<file path="config.mk">
export PLATFORM = sky130hd
export DESIGN_NAME = flag_cond_unit
export DESIGN_NICKNAME = d
export VERILOG_FILES = /design/src/rtl/flag_pkg.sv /design/src/rtl/cond_decode.sv /design/src/rtl/flag_cond_unit.sv
export SDC_FILE = /design/constraint.sdc
export NUM_CORES = 1
export LEC_CHECK = 0
export BUFFER_PORTS_ARGS = -buffer_cell sky130_fd_sc_hd__buf_2
export CAP_MARGIN = 20
export CELL_PAD_IN_SITES_DETAIL_PLACEMENT = 1
export CELL_PAD_IN_SITES_GLOBAL_PLACEMENT = 2
export CORE_MARGIN = 1.5
export CORE_UTILIZATION = 31
export CTS_CLUSTER_SIZE = 24
export DETAILED_ROUTE_END_ITERATION = 12
export GPL_TIMING_DRIVEN = 0
export PLACE_DENSITY_LB_ADDON = 0.2
export SLEW_MARGIN = 20
export SYNTH_ARGS = -nofsm -noshare
export SYNTH_HDL_FRONTEND = slang
export SYNTH_HIERARCHICAL = 1
export SYNTH_SLANG_ARGS = --single-unit
</file>
<file path="constraint.sdc">
create_clock -name clk -period 2.3 [get_ports clk]
set_input_delay 0.46 -clock clk [delete_from_list [all_inputs] [get_ports clk]]
set_output_delay 0.46 -clock clk [all_outputs]
set_load 0.02 [all_outputs]
</file>
<file path="src/rtl/flag_pkg.sv">
// rtl/flag_pkg.sv - shared types for the flag/condition unit
// Condition codes, ALU op codes, FSM states and NZCV bit positions.
package flag_pkg;

  typedef enum logic [3:0] {
    COND_EQ, COND_NE, COND_CS, COND_CC, COND_MI, COND_PL, COND_VS, COND_VC,
    COND_HI, COND_LS, COND_GE, COND_LT, COND_GT, COND_LE, COND_AL, COND_NV
  } cond_e;

  localparam logic [3:0] OP_ADD = 4'd0;
  localparam logic [3:0] OP_SUB = 4'd1;
  localparam logic [3:0] OP_AND = 4'd2;
  localparam logic [3:0] OP_OR  = 4'd3;
  localparam logic [3:0] OP_XOR = 4'd4;
  localparam logic [3:0] OP_NOT = 4'd5;
  localparam logic [3:0] OP_SLL = 4'd6;
  localparam logic [3:0] OP_SRL = 4'd7;
  localparam logic [3:0] OP_SRA = 4'd8;
  localparam logic [3:0] OP_ROL = 4'd9;
  localparam logic [3:0] OP_ROR = 4'd10;
  localparam logic [3:0] OP_MUL = 4'd11;

  typedef enum logic [1:0] {IDLE, EVAL, RESP} state_e;

  localparam int N_BIT = 3;
  localparam int Z_BIT = 2;
  localparam int C_BIT = 1;
  localparam int V_BIT = 0;

endpackage

</file>
<file path="src/rtl/cond_decode.sv">
// rtl/cond_decode.sv - combinational condition-code evaluation
// Maps a condition code and an NZCV value to the taken bit.
module cond_decode
  import flag_pkg::*;
(
  input  logic [3:0] cond,
  input  logic [3:0] nzcv,
  output logic       taken
);

  logic n, z, c, v;

  always_comb begin
    n = nzcv[N_BIT];
    z = nzcv[Z_BIT];
    c = nzcv[C_BIT];
    v = nzcv[V_BIT];
    taken = 1'b0;
    case (cond_e'(cond))
      COND_EQ: taken = z;
      COND_NE: taken = !z;
      COND_CS: taken = c;
      COND_CC: taken = !c;
      COND_MI: taken = n;
      COND_PL: taken = !n;
      COND_VS: taken = v;
      COND_VC: taken = !v;
      COND_HI: taken = c && !z;
      COND_LS: taken = !c || z;
      COND_GE: taken = (n == v);
      COND_LT: taken = (n != v);
      COND_GT: taken = !z && (n == v);
      COND_LE: taken = z || (n != v);
      COND_AL: taken = 1'b1;
      default: taken = 1'b0;
    endcase
  end

endmodule

</file>
<file path="src/rtl/flag_cond_unit.sv">
// rtl/flag_cond_unit.sv - NZCV status register with condition query handshake
// Optional sticky C/V tracking is enabled by defining FLAG_STICKY_EN.
module flag_cond_unit
  import flag_pkg::*;
#(
  parameter int CNT_W = 8
) (
  input  logic             clk,
  input  logic             rst_n,
  input  logic             flag_we,
  input  logic [3:0]       flag_op,
  input  logic             in_c,
  input  logic             in_n,
  input  logic             in_v,
  input  logic             in_z,
  input  logic             cond_valid,
  output logic             cond_ready,
  input  logic [3:0]       cond,
  output logic             res_valid,
  input  logic             res_ready,
  output logic             res_taken,
  output logic [3:0]       nzcv,
  output logic [CNT_W-1:0] ovf_cnt,
  output logic             illegal_op
`ifdef FLAG_STICKY_EN
  ,
  input  logic             clr_sticky,
  output logic [1:0]       sticky_cv
`endif
);

  logic wr_full, wr_mul, wr_logic, wr_bad, wr_cv;
  state_e state, next_state;
  logic [3:0] cond_q;
  logic eval_taken;

  assign wr_full  = flag_we && (flag_op == OP_ADD || flag_op == OP_SUB);
  assign wr_mul   = flag_we && (flag_op == OP_MUL);
  assign wr_logic = flag_we && (flag_op >= OP_AND) && (flag_op <= OP_ROR);
  assign wr_bad   = flag_we && (flag_op > OP_MUL);
  assign wr_cv    = wr_full || wr_mul;

  always_ff @(posedge clk or negedge rst_n) begin
    if (!rst_n) begin
      nzcv       <= 4'b0000;
      illegal_op <= 1'b0;
      ovf_cnt    <= '0;
    end else begin
      illegal_op <= wr_bad;
      if (wr_full)
        nzcv <= {in_n, in_z, in_c, in_v};
      else if (wr_mul)
        nzcv <= {1'b0, in_z, in_c, in_v};
      else if (wr_logic)
        nzcv[Z_BIT] <= in_z;
      // saturate rather than wrap so software can detect "many" events
      if (wr_cv && in_v && (ovf_cnt != {CNT_W{1'b1}}))
        ovf_cnt <= ovf_cnt + CNT_W'(1);
    end
  end

`ifdef FLAG_STICKY_EN
  always_ff @(posedge clk or negedge rst_n) begin
    if (!rst_n)
      sticky_cv <= 2'b00;
    else if (clr_sticky)
      sticky_cv <= 2'b00;
    else if (wr_cv)
      sticky_cv <= sticky_cv | {in_c, in_v};
  end
`endif

  always_ff @(posedge clk or negedge rst_n) begin
    if (!rst_n) begin
      state     <= IDLE;
      cond_q    <= 4'd0;
      res_taken <= 1'b0;
    end else begin
      state <= next_state;
      if (state == IDLE && cond_valid)
        cond_q <= cond;
      // nzcv here already holds writes strobed up to the handshake cycle
      if (state == EVAL)
        res_taken <= eval_taken;
    end
  end

  always_comb begin
    next_state = state;
    case (state)
      IDLE:    if (cond_valid) next_state = EVAL;
      EVAL:    next_state = RESP;
      RESP:    if (res_ready) next_state = IDLE;
      default: next_state = IDLE;
    endcase
  end

  always_comb begin
    cond_ready = (state == IDLE);
    res_valid  = (state == RESP);
  end

  cond_decode u_cond_decode (
    .cond  (cond_q),
    .nzcv  (nzcv),
    .taken (eval_taken)
  );

endmodule
</file>
==> metrics.txt <==
Startpoint Class flip-flop; IO Pins 33; first-pass GRT wire length roughly 4000 microns; Critical Path Sink Type flip-flop; Area growth, synth to finish 23.9%; Seq pwr share between 40% and 50%; port bufs 32; status complete, no violations; critical-path maximum fanout 8; Peak VDD IR roughly 380 uV; initial antenna violation count 0; Cell Int Power between 0.8 and 0.9 mW; clock power share a little under a fifth; CTS buffer count 3; Final GP Congestion 0.687; Synth Area in Compound Gates 13.9%; final setup violation count 0; Mean Syn Cell Area roughly 11 sq um; CTS max path bufs 2; commonest non-fill, non-tap cell in the layout buf_2; Post-Syn Area between 1000 and 1500 sq um; RSZ-0062 raised after global routing false; number of nets still failing antenna checks after routing 0; Yosys cell types 40; Pleak ~0.69 nW; WL per Instance about 13 microns; Final Hold Viols 0; Reg clk slew, reported paths around 0.07 ns; worst clock skew roughly 0.0043 ns; cts hold-fix bufs 0; max cap viols 0; critical path class reg2reg; Post-CTS Repair Setup Buffers 0; Critical Path RT around 2.5 ns; r2r setup slk 0.55 ns; Initial Util approximately a third; gr usage total 13.0%; vias in the first global route 931; Max Clk Rate between 500 and 600 MHz; Final min period between 1.5 and 2 ns; Seq/Total Area, Yosys about 44%; Simple-Gate Fraction of Synth Area between 20 and 25%; pin count of the biggest net entering global routing 21; Initial DRC Count 17; drt first pass iters 4; final wirelength between 2000 and 2500 microns; count of state elements after synthesis 20; Antenna diodes 0; total number of yosys warnings 6; CP arrival roughly 1.9 ns; CTS tree done; Vias/cell 4.99; Clk Latency, worst-skew pair ~0.26 ns; fin nets 161; number of synthesized flops with an enable pin 0; largest family of logic cells by synthesized area simple AND/OR/NAND/NOR gates; CTS resizes 0; xor/xnor share of the synthesized area slightly below 3%; height of the chip ~64 microns; max-slew violations 0; Worst Tran Pin Value between 0.4 and 0.5 ns; ys flop type dfrtp_1; Slew HR 69.7%; depth of the most critical reg-to-reg path 5; HPWL after detailed placement 1990 microns; RR Endpoint res_taken$_DFFE_PN0N_; core area 3440 sq um; Final period util 76.3%; total clock sinks 20; PwrDens approximately 1000 nW/um^2; mux contribution to synthesized area a little over an eighth; row cnt 21; total number of vias about 940; Synth Instances ~110; Reg-to-Reg Start nzcv[3]$_DFFE_PN0P_; Setup TNS 0 ns; drt drc 0; syn nets ~120; Comb pwr share 41.4%; fin util around two fifths; Synth Area in Adders under 10%; Sw Share about 37%; NetSw 0.534 mW; Hold Path Class in2async; CTS root buf clkbuf_8; Die W around 64 microns; most frequent cells in the layout 33 x buf_2, 20 x dfrtp_1, 9 x mux2_2, 9 x nand2_1, 8 x nor2_1; FFs w/ async S/R, synth 100%; share of cells above drive strength 1 41.5%; H-tree levels 1; DIE AREA 4050 sq um; grt ovf 0
[stage by stage]
| step | instances | instance area, sq um | hold slack (ns) | power (mW) | setup WS, ns |
|---|---|---|---|---|---|
| after floorplan | 106 | 1140 | 0.164 | 0.997 | 0.561 |
| after global placement | 184 | 1360 | 0.441 | 1.16 | 0.557 |
| after detailed placement | 184 | 1360 | 0.434 | 1.18 | 0.538 |
| after CTS | 188 | 1410 | 0.151 | 1.45 | 0.531 |
| after global routing | 188 | 1410 | 0.166 | 1.54 | 0.443 |
| final | 188 | 1410 | 0.144 | 1.43 | 0.546 |
[cells by family after synthesis]
kind of cell             Yosys count
AO/OA/AOI/OAI                     21
XOR/XNOR                           3
adder cells (fa/ha/maj)            1
buffers and inverters              5
flip-flops                        20
multiplexers                      13
AND/OR/NAND/NOR                   43
[worst max-delay path by stage]
stage | startpoint | endpoint | depth (start not counted)
CTS | cond_q[2]$_DFFE_PN0P_ | res_taken$_DFFE_PN0N_ | 5
global route | cond_q[2]$_DFFE_PN0P_ | res_taken$_DFFE_PN0N_ | 5
global placement | nzcv[3]$_DFFE_PN0P_ | res_taken$_DFFE_PN0N_ | 5
floorplan | nzcv[3]$_DFFE_PN0P_ | res_taken$_DFFE_PN0N_ | 5
finish | nzcv[3]$_DFFE_PN0P_ | res_taken$_DFFE_PN0N_ | 5
detailed placement | cond_q[2]$_DFFE_PN0P_ | res_taken$_DFFE_PN0N_ | 5
[per-layer routing]
metal  vias up  share of wire (%)  GRT usage, %
li1        460                  -             -
met1       458                 43          15.8
met2        19                 53          22.5
met3         2                3.6          3.21
met4         0               0.78          4.08
met5         -                  0             0
[cell type report]
type                            instances  area (sq um)
Buffer                                  3          12.5
Clock buffer                            4          55.1
Fill cell                             399          2030
Inverter                                2          7.51
Multi-Input combinational cell         81           621
Sequential cell                        20           500
Tap cell                               46          57.6
Timing Repair Buffer                   32           160
[registers in the layout, indices dropped and copies added, names as in the netlist]
signal and flops:
cond_q 4, state 2, ovf_cnt 8, res_taken 1, illegal_op 1, nzcv 4
[power by group through the flow]
stage,combinational [mW],sequential [mW],clock [mW]
2_1_floorplan,0.386,0.611,0
5_1_grt,0.655,0.598,0.289
3_5_place_dp,0.601,0.583,0
6_report,0.591,0.573,0.263
4_1_cts,0.602,0.577,0.275
3_3_place_gp,0.580,0.577,0
[critical path, cell delays in order (launching register included)]
cell and delay, ns:
dfrtp_1 0.49, xnor2_2 0.24, o22ai_1 0.11, a211o_1 0.30
a211o_1 0.25, mux2_2 0.25
[cells in the mapped netlist (2+ instances only)]
cell	number	area, sq um
dfrtp_1	20	500
mux2_2	9	101
nand2_1	9	33.8
nor2_1	8	30.0
nand2b_1	5	31.3
a21oi_1	4	20.0
nand3_1	4	20.0
and3_2	3	22.5
mux2_4	3	45.0
o21ai_0	3	15.0
a211o_1	2	17.5
a221oi_1	2	17.5
clkbuf_1	2	7.51
inv_1	2	7.51
nor2b_1	2	12.5
nor3_1	2	10.0
o211ai_1	2	15.0
xor2_1	2	17.5
Power figures use the tool's default switching activity.
